### config.mk
export PLATFORM = sky130hd
export DESIGN_NAME = twpm_wb_decoder
export DESIGN_NICKNAME = d
export VERILOG_FILES = /design/src/rtl/twpm_pkg.sv /design/src/rtl/twpm_wb_addr_match.sv /design/src/rtl/twpm_wb_decoder.sv
export SDC_FILE = /design/constraint.sdc
export NUM_CORES = 1
export LEC_CHECK = 0
export ABC_AREA = 1
export BUFFER_PORTS_ARGS = -buffer_cell sky130_fd_sc_hd__buf_4
export CAP_MARGIN = 25
export CORE_ASPECT_RATIO = 0.5
export CORE_UTILIZATION = 47
export DETAILED_ROUTE_END_ITERATION = 8
export GPL_TIMING_DRIVEN = 1
export MAX_ROUTING_LAYER = met4
export PLACE_DENSITY = 0.81
export SETUP_SLACK_MARGIN = 0.4
export SYNTH_ARGS = -nofsm -noshare
export SYNTH_HDL_FRONTEND = slang
export SYNTH_SLANG_ARGS = --single-unit
### constraint.sdc
create_clock -name clk_i -period 1.8 [get_ports clk_i]
set_clock_uncertainty 0.1 [all_clocks]
set_input_delay 0.36 -clock clk_i [delete_from_list [all_inputs] [get_ports clk_i]]
set_output_delay 0.36 -clock clk_i [all_outputs]
set_load 0.01 [all_outputs]
### src/rtl/twpm_pkg.sv
// Shared constants for the TWPM Wishbone decoder: slave indices, window
// defaults, the bad-access read value and the decoder FSM state encoding.
package twpm_pkg;

    localparam int SLV_RAM  = 0;
    localparam int SLV_CTRL = 1;
    localparam int SLV_TPM  = 2;
    localparam int NUM_SLV  = 3;

    localparam logic [31:0] RAM_BASE_DEF  = 32'h8000_0000;
    localparam int          RAM_AW_DEF    = 27;
    localparam logic [31:0] CTRL_BASE_DEF = 32'hF800_0000;
    localparam int          CTRL_AW_DEF   = 14;
    localparam logic [31:0] TPM_BASE_DEF  = 32'hF000_0000;
    localparam int          TPM_AW_DEF    = 12;

    localparam logic [31:0] BAD_ACCESS = 32'hBADF_ABAC;

    typedef enum logic [1:0] {
        ST_IDLE   = 2'd0,
        ST_ACTIVE = 2'd1,
        ST_RESP   = 2'd2
    } state_t;

endpackage

### src/rtl/twpm_wb_addr_match.sv
// Combinational window compare: hit when the address bits above AW equal
// the corresponding bits of BASE.
module twpm_wb_addr_match #(
    parameter logic [31:0] BASE = 32'h0000_0000,
    parameter int          AW   = 12
) (
    input  logic [31:0] adr,
    output logic        hit
);

    assign hit = ((adr >> AW) == (BASE >> AW));

endmodule

### src/rtl/twpm_wb_decoder.sv
// Wishbone 1-to-3 decoder (RAM, LiteDRAM control, TPM) with registered
// request and response. Optional watchdog enabled by TWPM_WB_TIMEOUT_EN.
module twpm_wb_decoder
    import twpm_pkg::*;
#(
    parameter logic [31:0] RAM_BASE       = RAM_BASE_DEF,
    parameter int          RAM_AW         = RAM_AW_DEF,
    parameter logic [31:0] CTRL_BASE      = CTRL_BASE_DEF,
    parameter int          CTRL_AW        = CTRL_AW_DEF,
    parameter logic [31:0] TPM_BASE       = TPM_BASE_DEF,
    parameter int          TPM_AW         = TPM_AW_DEF,
    parameter int          TIMEOUT_CYCLES = 255
) (
    input  logic                   clk_i,
    input  logic                   rstn_i,
    input  logic [31:0]            m_adr_i,
    input  logic [31:0]            m_dat_i,
    input  logic [3:0]             m_sel_i,
    input  logic                   m_we_i,
    input  logic                   m_stb_i,
    input  logic                   m_cyc_i,
    output logic [31:0]            m_dat_o,
    output logic                   m_ack_o,
    output logic                   m_err_o,
    output logic [31:0]            s_adr_o,
    output logic [31:0]            s_dat_o,
    output logic [3:0]             s_sel_o,
    output logic                   s_we_o,
    output logic [NUM_SLV-1:0]     s_cyc_o,
    output logic [NUM_SLV-1:0]     s_stb_o,
    input  logic [NUM_SLV-1:0]     s_ack_i,
    input  logic [NUM_SLV-1:0]     s_err_i,
    input  logic [32*NUM_SLV-1:0]  s_dat_i,
    output logic                   busy_o
);

    state_t              state, state_nxt;
    logic [NUM_SLV-1:0]  hit;
    logic                dec_hit;
    logic [1:0]          dec_idx;
    logic [1:0]          idx_q;
    logic                err_q;
    logic [31:0]         rdata_q;
    logic [31:0]         slv_rdata;
    logic [NUM_SLV-1:0]  idx_oh;
    logic                slv_ack, slv_err;
    logic                accept;
    logic                timeout;

    twpm_wb_addr_match #(.BASE(RAM_BASE),  .AW(RAM_AW))  u_match_ram  (.adr(m_adr_i), .hit(hit[SLV_RAM]));
    twpm_wb_addr_match #(.BASE(CTRL_BASE), .AW(CTRL_AW)) u_match_ctrl (.adr(m_adr_i), .hit(hit[SLV_CTRL]));
    twpm_wb_addr_match #(.BASE(TPM_BASE),  .AW(TPM_AW))  u_match_tpm  (.adr(m_adr_i), .hit(hit[SLV_TPM]));

    always_comb begin
        dec_hit = 1'b1;
        dec_idx = 2'd0;
        if (hit[SLV_RAM])       dec_idx = 2'(SLV_RAM);
        else if (hit[SLV_CTRL]) dec_idx = 2'(SLV_CTRL);
        else if (hit[SLV_TPM])  dec_idx = 2'(SLV_TPM);
        else                    dec_hit = 1'b0;
    end

    // Only the selected slave's response lines are looked at.
    assign idx_oh  = NUM_SLV'(3'b001 << idx_q);
    assign slv_ack = |(s_ack_i & idx_oh);
    assign slv_err = |(s_err_i & idx_oh);

    always_comb begin
        slv_rdata = s_dat_i[31:0];
        case (idx_q)
            2'd1:    slv_rdata = s_dat_i[63:32];
            2'd2:    slv_rdata = s_dat_i[95:64];
            default: slv_rdata = s_dat_i[31:0];
        endcase
    end

    // The response pulse is registered one cycle behind RESP, so a master still
    // holding stb during its ack cycle must not be taken as a fresh request.
    assign accept = m_cyc_i && m_stb_i && !m_ack_o && !m_err_o;

`ifdef TWPM_WB_TIMEOUT_EN
    logic [7:0] wdog;

    always_ff @(posedge clk_i or negedge rstn_i) begin
        if (!rstn_i)                wdog <= '0;
        else if (state == ST_IDLE)  wdog <= '0;
        else if (state == ST_ACTIVE) wdog <= wdog + 8'd1;
    end

    assign timeout = (wdog == 8'(TIMEOUT_CYCLES - 1));
`else
    assign timeout = 1'b0;
`endif

    always_comb begin
        state_nxt = state;
        case (state)
            ST_IDLE: begin
                if (accept) state_nxt = dec_hit ? ST_ACTIVE : ST_RESP;
            end
            ST_ACTIVE: begin
                if (!m_cyc_i)                            state_nxt = ST_IDLE;
                else if (slv_ack || slv_err || timeout)  state_nxt = ST_RESP;
            end
            ST_RESP:  state_nxt = ST_IDLE;
            default:  state_nxt = ST_IDLE;
        endcase
    end

    always_ff @(posedge clk_i or negedge rstn_i) begin
        if (!rstn_i) begin
            state   <= ST_IDLE;
            s_adr_o <= '0;
            s_dat_o <= '0;
            s_sel_o <= '0;
            s_we_o  <= 1'b0;
            idx_q   <= '0;
            err_q   <= 1'b0;
            rdata_q <= '0;
            m_ack_o <= 1'b0;
            m_err_o <= 1'b0;
            m_dat_o <= '0;
        end else begin
            state <= state_nxt;
            if (state == ST_IDLE && accept) begin
                s_adr_o <= m_adr_i;
                s_dat_o <= m_dat_i;
                s_sel_o <= m_sel_i;
                s_we_o  <= m_we_i;
                idx_q   <= dec_idx;
                err_q   <= !dec_hit;
            end else if (state == ST_ACTIVE && m_cyc_i) begin
                if (slv_ack || slv_err) begin
                    rdata_q <= slv_rdata;
                    err_q   <= slv_err;
                end else if (timeout) begin
                    err_q   <= 1'b1;
                end
            end
            m_ack_o <= (state == ST_RESP) && !err_q;
            m_err_o <= (state == ST_RESP) && err_q;
            if (state == ST_RESP) m_dat_o <= err_q ? BAD_ACCESS : rdata_q;
        end
    end

    assign s_cyc_o = (state == ST_ACTIVE) ? idx_oh : '0;
    assign s_stb_o = (state == ST_ACTIVE) ? idx_oh : '0;
    assign busy_o  = (state != ST_IDLE);

endmodule

Word level (Yosys, flattened, before mapping):

Cells that the tools add are included.

* register bits after elaboration: 140
* output and inout port bits: 110

* equality and inequality tests: 9
* shift-type cells: 1
* mux-type cells: 17
* bitwise logic cells: 3
* reductions and logical operators: 21

Operators with widths (count)
* one-hot mux 32 bit (2 select lines): 1
* two-way mux 32 bit: 1
* equality test 20 bit (second input constant): 1
* equality test 18 bit (second input constant): 1
* two-way mux 2 bit: 7
* logical AND 1 bit: 7
* bitwise AND 3 bit: 2
* two-way mux 1 bit: 6
* nonzero test 2 bit: 3
* OR reduction 3 bit: 2
* equality test 5 bit (second input constant): 1
* equality test 2 x 1 -> 1 bit (second input constant): 2
* equality test 2 bit (second input constant): 2
* zero test 1 bit: 4
* one-hot mux 2 bit (2 select lines): 1
* AND reduction 2 bit: 2
* two-way mux 3 bit: 1
* inequality test 3 bit (second input constant): 1
* AND reduction 3 bit: 1
* left shift 1 x 2 -> 3 bit (first input constant): 1
* zero test 2 bit: 1
* inequality test 2 bit (second input constant): 1
* logical OR 1 bit: 1
* inverter 1 bit: 1

Depth between registers and ports, before layout:

Gate-level depths: netlist (run 1).

* depth in word-level cells: 7
* depth in mapped cells: 12
* mapped depth without buffers: 9

Hierarchy:

From an unflattened synthesis (run 1), not the netlist that was laid out.

* cell total of the unflattened synthesis: 737
* area, all modules: 6363.6 um^2

Modules (own cells, without submodules)
* twpm_wb_decoder: times used 1, cells each 685, area an instance 6162.2 um^2
* twpm_wb_addr_match at u_match_tpm: times used 1, cells each 24, area an instance 93.8 um^2
* twpm_wb_addr_match at u_match_ctrl: times used 1, cells each 22, area an instance 85.1 um^2
* twpm_wb_addr_match at u_match_ram: times used 1, cells each 6, area an instance 22.5 um^2

Worst setup path before layout (run 1):

No wires, ideal clock.

* path type: register to output
* from: reg idx_q[1]
* to: out s_stb_o[1]
* arrival: 1402 ps
* data required time: 1340 ps
* setup slack: -62 ps
* cell stages (with the launch flop): 8
* buffers on the path: 3
* cells stage by stage: dfrtp_1 > inv_1 > ha_1 > buf_6 > clkbuf_1 > inv_1 > nor2_1 > buf_4

* longest elaborated chain between the ends: 2

RTL lines
* start, declared: RTL line twpm_wb_decoder.sv:41 `logic [1:0] idx_q;`
* start signal, assigned: RTL line twpm_wb_decoder.sv:130 `idx_q <= dec_idx;`
* left shift 1 x 2 -> 3 bit: RTL line twpm_wb_decoder.sv:64 `assign idx_oh = NUM_SLV'(3'b001 << idx_q);`
* two-way mux 3 bit
* end, declared: RTL line twpm_wb_decoder.sv:30 `output logic [NUM_SLV-1:0] s_stb_o,`

Every way passes these cells.

Worst setup path in the final report (run 1):

* from: reg idx_q[0]
* to: reg rdata_q[2]

* longest elaborated chain between the ends: 5
* elaborated cells on any way between the ends: 10
* classes of those cells: 2 x eq/ne; 1 x shift; 1 x mux; 2 x bitwise; 4 x reduce/logical

RTL lines
* left shift 1 x 2 -> 3 bit: RTL line twpm_wb_decoder.sv:64
* bitwise AND 3 bit (on tied branches): RTL line twpm_wb_decoder.sv:65, twpm_wb_decoder.sv:66
* OR reduction 3 bit (on tied branches): RTL line twpm_wb_decoder.sv:65, twpm_wb_decoder.sv:66
* logical OR 1 bit: RTL line twpm_wb_decoder.sv:133 `if (slv_ack || slv_err) begin`
* AND reduction 3 bit (no source line)
* end signal, assigned: RTL line twpm_wb_decoder.sv:134 `rdata_q <= slv_rdata;`
* end, declared: RTL line twpm_wb_decoder.sv:43 `logic [31:0] rdata_q;`

Parallel ways exist; a longest one is shown, timed or not.
A chain may end at the register's enable or synchronous reset.

==> results of run 1 <==
-- power by group through the flow --
stage,logic [W],clock network [W],registers (W)
after floorplan,0.00150,0,0.00529
after global placement,0.00427,0,0.00484
after detailed placement,0.00438,0,0.00488
after CTS,0.00506,0.00363,0.00492
after global routing,0.00626,0.00383,0.00520
final,0.00592,0.00369,0.00510
-- placed cells by master, fill, tap and decap left out, types with 2 or more instances in the layout --
| master | count |
|---|---|
| inv_4 | 2 |
| o22a_1 | 21 |
| buf_4 | 275 |
| bufinv_16 | 3 |
| inv_6 | 2 |
| buf_8 | 4 |
| nand4_1 | 2 |
| a22o_1 | 11 |
| inv_1 | 11 |
| a21oi_2 | 2 |
| clkinv_4 | 5 |
| o22ai_1 | 2 |
| o21ai_1 | 5 |
| nand2_4 | 22 |
| dfrtp_1 | 139 |
| buf_6 | 71 |
| clkinv_2 | 5 |
| o21ai_2 | 33 |
| nor2_4 | 6 |
| ha_4 | 2 |
| inv_2 | 5 |
| buf_16 | 2 |
| clkinvlp_4 | 4 |
| nor2_1 | 11 |
| buf_12 | 11 |
| nand3_1 | 37 |
| nand2_2 | 51 |
| clkbuf_16 | 26 |
| nand2_1 | 241 |
| nand3_2 | 2 |
| o21ai_0 | 32 |
-- kinds of logic after synthesis --
kind of cell | count (synthesis) | synth area share
buffers and inverters | 67 | 0.0565
AO/OA/AOI/OAI | 108 | 0.122
flip-flops | 140 | 0.573
adder cells (fa/ha/maj) | 3 | 0.00614
AND/OR/NAND/NOR | 377 | 0.242
-- what timing repair did --
action	4_1_cts	5_1_grt
endpoints found under the setup margin	128	248
gates resized for setup	88	162
hold buffers	1	0
setup buffers	40	15
pin swaps	9	35
endpoints found under the hold margin	45	0
gates cloned	3	10
-- flip-flops by register name (all words and copies together) (netlist names), 2 cells and up --
name     flops
rdata_q     32
state        2
idx_q        2
s_sel_o      4
s_dat_o     32
s_adr_o     32
m_dat_o     32
-- worst paths after layout --
kind	startpoint	cells after the start	to
max in group asynchronous	rstn_i	3	rdata_q[29]
min in group asynchronous	rstn_i	2	s_dat_o[2]
worst min-delay path	m_dat_i[3]	3	s_dat_o[3]
worst max register to register	idx_q[0]	12	rdata_q[2]
worst max-delay path	idx_q[0]	12	rdata_q[2]
worst min register to register	s_adr_o[15]	2	s_adr_o[15]
-- final cells by class --
| type | count | area share |
|---|---|---|
| Inverter | 21 | 0.00907 |
| Clock buffer | 18 | 0.0414 |
| Timing Repair inverter | 2 | 0.00141 |
| Tap cell | 170 | 0.0200 |
| Antenna cell | 1 | 0.000236 |
| Multi-Input combinational cell | 488 | 0.259 |
| Timing Repair Buffer | 373 | 0.323 |
| Sequential cell | 140 | 0.330 |
| Clock inverter | 14 | 0.0158 |
-- stage by stage --
| step | instance area (sq um) | instances |
|---|---|---|
| 2_1_floorplan | 6170 | 695 |
| 3_3_place_gp | 8480 | 1125 |
| 3_5_place_dp | 8480 | 1125 |
| 4_1_cts | 9740 | 1201 |
| 5_1_grt | 10600 | 1227 |
| 6_report | 10600 | 1227 |
-- critical path: stages (launching register included) --
cell and delay [ps]:
dfrtp_1 420, buf_6 140, ha_4 160, buf_6 130
nand2_2 120, nand2_2 60, a21oi_2 130, nand2_2 110
nand2_8 160, buf_6 140, buf_12 120, nand2_2 60
o21ai_1 90
-- layer usage --
layer | up-vias | routed length (um) | track usage
li1 | 2956 | - | -
met1 | 3343 | 9410 | 0.337
met2 | 523 | 12300 | 0.497
met3 | 184 | 2360 | 0.0519
met4 | 0 | 1760 | 0.163
met5 | - | 0 | -
==> impl_metrics.tcl, run 1 <==
set metrics [dict create \
    outcome "finished, violations left" \
    violations "negative setup slack" \
    synth_most_common_cell "nand2_1" \
    hold_path_class "primary input to register" \
    fp-row-count 29 \
    overflow 0 \
    clkSlewWorstSetupHoldPaths_ps 70 \
    htreeDepth 4 \
    r2r_slack_ps -260 \
    synth-seq-cells 140 \
    cts.sinks 140 \
    chipHeight_um 82.7 \
    grt_pass1_vias 5952 \
    power.density_cell_area_mw_per_mm2 1380 \
    avgSynthCellArea_sq_um 8.80 \
    grt_pass1_wl_mm 29.2 \
    syn_inst 695 \
    synth_edf_count 0 \
    grt_usage 0.292 \
    tns_ps -6650 \
    place.gp.congestion 0.807 \
    syn-cell-area_sq_mm 0.00611 \
    critical_path_class "register to register" \
    die_x_um 163 \
    fin_ws_ps -256 \
    start_kind "register" \
    ant_nets 0 \
    drive_gt1_frac 0.513 \
    clock-root-buffer "clkbuf_16" \
    ctsLongestPathBuffers 2 \
    tritoncts "done" \
    drv_slew 0 \
    hold_viol 0 \
    multi_input_area_sq_mm 0.00275 \
    final_core_utilization 0.838 \
    clk_latency_ps 430 \
    worstPathMaxFanout 8 \
    dieArea_sq_mm 0.0135 \
    crit_path_end_kind "register" \
    setup_viol 40 \
    synthTopCellsByArea "dfrtp_1 57%, nand2_1 19%, o21ai_0 4.0%" \
    io_buffers 284 \
    synth_async_sr_flop_share 1.00 \
    core-area_sq_mm 0.0127 \
    rsz0062_at_grt "true" \
    wirelength_mm 25.8 \
    firstDrtPassIters 5 \
    drc 0 \
    vias_per_cell 5.71 \
    pin_count 285 \
    synth_top_area_frac 0.573 \
    worstPathArrival_ps 2300 \
    seq_area_sq_mm 0.00350 \
    worst_pin_slew_ps 533 \
    drt-initial-drc-count 776 \
    swShare 0.347 \
    hpwl_mm 12.5 \
    grt_max_degree 65 \
    nets 1221 \
    pwr-share-clk 0.251 \
    fmax_mhz 486 \
    power_w 0.0147 \
    cts_buffers 17 \
    internal_power_w 0.00959 \
    wl_per_cell_um 21.0 \
    yosysSeqAreaShare 0.573 \
    synth_top_area_cell "dfrtp_1" \
    ir_drop_mv 0.841 \
    p_leak_nw 5.29 \
    seq_power_share 0.347 \
    synth_fp_nets 873 \
    hold_slack_ps 27.8 \
    min_period_over_period 1.14 \
    area_growth_pct 73.6 \
    slew-limit-headroom 0.645 \
    ys_types 25 \
    pre_cts_ws_ps 42.9 \
    antenna_found_initial 1 \
    fin_crit_ps 2060 \
    initial_core_util 0.483 \
    yosys_most_used_dff "dfrtp_1" \
    power_frac_comb 0.403 \
    via_count 7006 \
    yosys_warnings 0 \
    synthTopCellsByCount "314 x nand2_1, 140 x dfrtp_1, 49 x o21ai_0, 40 x nand3_1, 21 x o22a_1" \
    required_ps 2040 \
    maxCapViolCount 0 \
    fill_cells 670 \
    power_switching_w 0.00511 \
]
(Power assumes the default switching activity.)
==> run 2, diff against run 1 <==
--- a/config.mk
+++ b/config.mk
@@ -5,7 +5,6 @@
 export SDC_FILE = /design/constraint.sdc
 export NUM_CORES = 1
 export LEC_CHECK = 0
-export ABC_AREA = 1
 export BUFFER_PORTS_ARGS = -buffer_cell sky130_fd_sc_hd__buf_4
 export CAP_MARGIN = 25
 export CORE_ASPECT_RATIO = 0.5
==> run 2 against run 1 <==
Compared with the run above: the run now fails in global routing (5_1_grt); synthesized cell count is 0.43% higher; area after synthesis is 1.5% lower.
==> impl_metrics.tcl, run 2 <==
set metrics [dict create \
    outcome "did not finish" \
    haltStage "global routing (5_1_grt)" \
    firstError "[ERROR DPL-0038] Utilization greater than 100%, impossible to legalize" \
    synth_top_area_cell "dfrtp_1" \
    chipHeight_um 82.1 \
    avgSynthCellArea_sq_um 8.63 \
    cts.sinks 140 \
    synth_fp_nets 876 \
    place.gp.congestion 0.798 \
    clock-root-buffer "clkbuf_16" \
    synthXorXnorAreaFrac 0 \
    synthAdderAreaFrac 0.00623 \
    ctsLongestPathBuffers 2 \
    pre_cts_ws_ps -129 \
    synth_most_common_cell "nand2_1" \
    yosys_most_used_dff "dfrtp_1" \
    io_buffers 284 \
    hpwl_mm 12.0 \
    yosysSeqAreaShare 0.582 \
    syn-cell-area_sq_mm 0.00602 \
    yosys_warnings 0 \
    initial_core_util 0.496 \
    synth_top_family_by_area "simple AND/OR/NAND/NOR gates" \
    pin_count 285 \
    synthTopCellsByArea "dfrtp_1 58%, nand2_1 20%, o21ai_0 8.0%" \
    die_x_um 162 \
    synthMuxAreaShare 0 \
    cts_buffers 17 \
    synth-seq-cells 140 \
    ys_types 33 \
    worst_endpoint "rdata_q[0]$_DFFE_PN0P_/D" \
    grt_max_degree 65 \
    placed_cell_area_sq_mm 0.00843 \
    htreeDepth 4 \
    synth_edf_count 0 \
    fp-row-count 28 \
    synth_async_sr_flop_share 1.00 \
    syn_inst 698 \
    synthTopCellsByCount "316 x nand2_1, 140 x dfrtp_1, 96 x o21ai_0, 32 x a22oi_1, 29 x clkbuf_1" \
    synth_top_area_frac 0.582 \
    synth_compound_area_frac 0.134 \
    worst-ep-kind "register input" \
    synth_simple_gate_area_frac 0.233 \
]
==> run 2: changes by cell type after synthesis, moves of 9 or more <==
cell      delta
a22oi_1     +32
buf_2       -10
o21ai_0     +47
a22o_1      -11
inv_1       -16
clkbuf_1    +16
o21ai_2     -20
nor2_1       +9
o22a_1      -21
nand3_1     -38
==> run 2: repair_timing <==
action,in CTS
resized for setup,202
hold buffers,1
setup endpoints to repair,199
hold endpoints to repair,43
setup buffers,52
pin swaps,50
cloned,14
==> run 2: metrics by stage <==
step | setup TNS, ps | std cells
CTS | -4720 | 1218
floorplan | 0 | 698
detailed placement | -507 | 1119
global placement | -224 | 1119
==> run 2: cell families after synthesis <==
| group | after synthesis |
|---|---|
| AOI/OAI and AO/OA | 140 |
| adders and majority gates | 3 |
| DFF | 140 |
| buffers and inverters | 55 |
| and+or+nand+nor | 360 |
==> run 3, diff against run 2 <==
--- a/config.mk
+++ b/config.mk
@@ -7,13 +7,10 @@
 export LEC_CHECK = 0
 export BUFFER_PORTS_ARGS = -buffer_cell sky130_fd_sc_hd__buf_4
 export CAP_MARGIN = 25
-export CORE_ASPECT_RATIO = 0.5
-export CORE_UTILIZATION = 47
+export CORE_UTILIZATION = 40
 export DETAILED_ROUTE_END_ITERATION = 8
 export GPL_TIMING_DRIVEN = 1
-export MAX_ROUTING_LAYER = met4
-export PLACE_DENSITY = 0.81
-export SETUP_SLACK_MARGIN = 0.4
+export PLACE_DENSITY_LB_ADDON = 0.15
 export SYNTH_ARGS = -nofsm -noshare
 export SYNTH_HDL_FRONTEND = slang
 export SYNTH_SLANG_ARGS = --single-unit
==> run 3 against run 2 <==
Compared with the run above: the flow now finishes, with violations (negative setup slack); synthesized cell count unchanged; area after synthesis unchanged.
==> impl_metrics.tcl, run 3 <==
set metrics [dict create \
    fin_ws_ps -162 \
    wirelength_mm 18.2 \
    pin_count 285 \
    synth_top_area_cell "dfrtp_1" \
    slew-limit-headroom 0.673 \
    startpoint "idx_q[1]" \
    antenna_found_initial 0 \
    place.gp.congestion 0.784 \
    p_leak_nw 4.88 \
    most-common-layout-cells "303 x nand2_1, 300 x buf_4, 140 x dfrtp_1, 69 x o21ai_0, 32 x a22oi_1" \
    tritoncts "done" \
    avgSynthCellArea_sq_um 8.63 \
    worst_pin_slew_ps 491 \
    synthTopCellsByArea "dfrtp_1 58%, nand2_1 20%, o21ai_0 8.0%" \
    worstPathArrival_ps 2200 \
    grt_pass1_vias 5747 \
    fill_cells 1273 \
    synth_top_area_frac 0.582 \
    initial_core_util 0.413 \
    core-area_sq_mm 0.0146 \
    grt_pass1_wl_mm 28.3 \
    hold_slack_ps 27.2 \
    pre_cts_ws_ps -63.8 \
    worstPathMaxFanout 10 \
    critical_path_class "register to register" \
    r2r_cells 9 \
    tns_ps -5340 \
    firstDrtPassIters 4 \
    fmax_mhz 510 \
    required_ps 2040 \
    htreeDepth 4 \
    clock-root-buffer "clkbuf_16" \
    io_buffers 284 \
    synth_async_sr_flop_share 1.00 \
    slowest_stage "dfrtp_1" \
    fp-row-count 44 \
    synth_edf_count 0 \
    hold_depth 3 \
    ant_nets 0 \
    synth_most_common_cell "nand2_1" \
    yosysSeqAreaShare 0.582 \
    yosys_most_used_dff "dfrtp_1" \
    final_common_cell "nand2_1" \
    overflow 0 \
    dieArea_sq_mm 0.0156 \
    final_core_utilization 0.655 \
    area_growth_pct 58.6 \
    drc 0 \
    diodes 0 \
    min_to "s_dat_o[7]" \
    start_kind "register" \
    cts.sinks 140 \
    r2r_slack_ps -160 \
    outcome "finished, violations left" \
    hold_viol 0 \
    vias_per_cell 4.81 \
    chipHeight_um 125 \
    r2r-start "idx_q[1]" \
    grt_usage 0.235 \
    synthTopCellsByCount "316 x nand2_1, 140 x dfrtp_1, 96 x o21ai_0, 32 x a22oi_1, 29 x clkbuf_1" \
    rsz0062_at_grt "true" \
    clk_latency_ps 420 \
    cpPeakStageDelay_ps 390 \
    rr_endpoint "rdata_q[1]" \
    nets 1174 \
    drive_gt1_frac 0.394 \
    via_count 5738 \
    syn-cell-area_sq_mm 0.00602 \
    wl_per_cell_um 15.2 \
    drt-initial-drc-count 323 \
    yosys_warnings 0 \
    grt_max_degree 54 \
    ys_types 33 \
    synth-seq-cells 140 \
    violations "negative setup slack" \
    hpwl_mm 12.6 \
    hold_path_class "primary input to register" \
    synth_fp_nets 876 \
    crit_path_end_kind "register" \
    min_period_over_period 1.09 \
    power_w 0.00996 \
    fin_crit_ps 1960 \
    drv_slew 0 \
    die_x_um 125 \
    cp_cell_sequence "inv_2, ha_4, buf_6, a222oi_1, a21o_2, buf_12, clkbuf_16, nand2_1, o21ai_1" \
    clkSlewWorstSetupHoldPaths_ps 60 \
    hp-start "m_dat_i[7]" \
    cts_buffers 17 \
    syn_inst 698 \
    ir_drop_mv 0.687 \
    ctsLongestPathBuffers 2 \
    setup_viol 39 \
    maxCapViolCount 0 \
    power.density_cell_area_mw_per_mm2 1040 \
]
[run 3: cell counts after synthesis]
No cell type changed its count.
[run 3: worst max-delay path: cells and delay by family, from the launching register on]
kind | cells | cell delay [ps]
AO/OA/AOI/OAI | 3 | 650
flip-flops | 1 | 390
adder cells (fa/ha/maj) | 1 | 170
buffers and inverters | 4 | 510
AND/OR/NAND/NOR | 1 | 50
[run 3: worst max path at each step]
stage	cells after the start	endpoint
global route	9	rdata_q[1]
detailed placement	6	rdata_q[14]
CTS	5	s_stb_o[2]
floorplan	8	rdata_q[23]
finish	9	rdata_q[1]
global placement	6	rdata_q[0]
[run 3: where the power goes]
part           total [W]  switching, W  internal, W
logic            0.00218       0.00104      0.00115
clock network    0.00376       0.00130      0.00246
registers        0.00401      0.000315      0.00370
[run 3: kinds of logic after synthesis]
| logic type | share of synthesized area |
|---|---|
| buffers and inverters | 0.0457 |
| AOI/OAI and AO/OA | 0.134 |
| DFF | 0.582 |
| adders and majority gates | 0.00623 |
| and+or+nand+nor | 0.233 |
[run 3: repair_timing]
item | in CTS | in global routing
resized for setup | 44 | 38
hold buffers | 1 | 0
setup endpoints to repair | 36 | 88
setup buffers | 7 | 4
cloned | 1 | 5
hold endpoints to repair | 45 | 0
pin swaps | 5 | 15
[run 3: per-stage QoR]
stage	area, sq um	std cells
2_1_floorplan	6050	698
3_3_place_gp	8450	1143
3_5_place_dp	8450	1143
4_1_cts	9270	1184
5_1_grt	9550	1193
6_report	9550	1193
[run 3: cell type report]
type / instances / area [sq um] / share of cell area
Clock buffer: 21 / 480 / 0.0503
Clock inverter: 11 / 164 / 0.0172
Inverter: 4 / 15.0 / 0.00157
Multi-Input combinational cell: 503 / 2420 / 0.253
Sequential cell: 140 / 3500 / 0.367
Tap cell: 184 / 230 / 0.0241
Timing Repair Buffer: 330 / 2740 / 0.287
[run 3: metal layers]
metal / wire length [um] / GRT usage / share of wire / vias to the layer above
met3: 1420 / 0.0846 / 0.078 / 30
met1: 7160 / 0.267 / 0.39 / 2636
li1: - / - / - / 2868
met4: 418 / 0.103 / 0.023 / 0
met5: 0 / 0 / 0 / -
met2: 9160 / 0.396 / 0.50 / 204
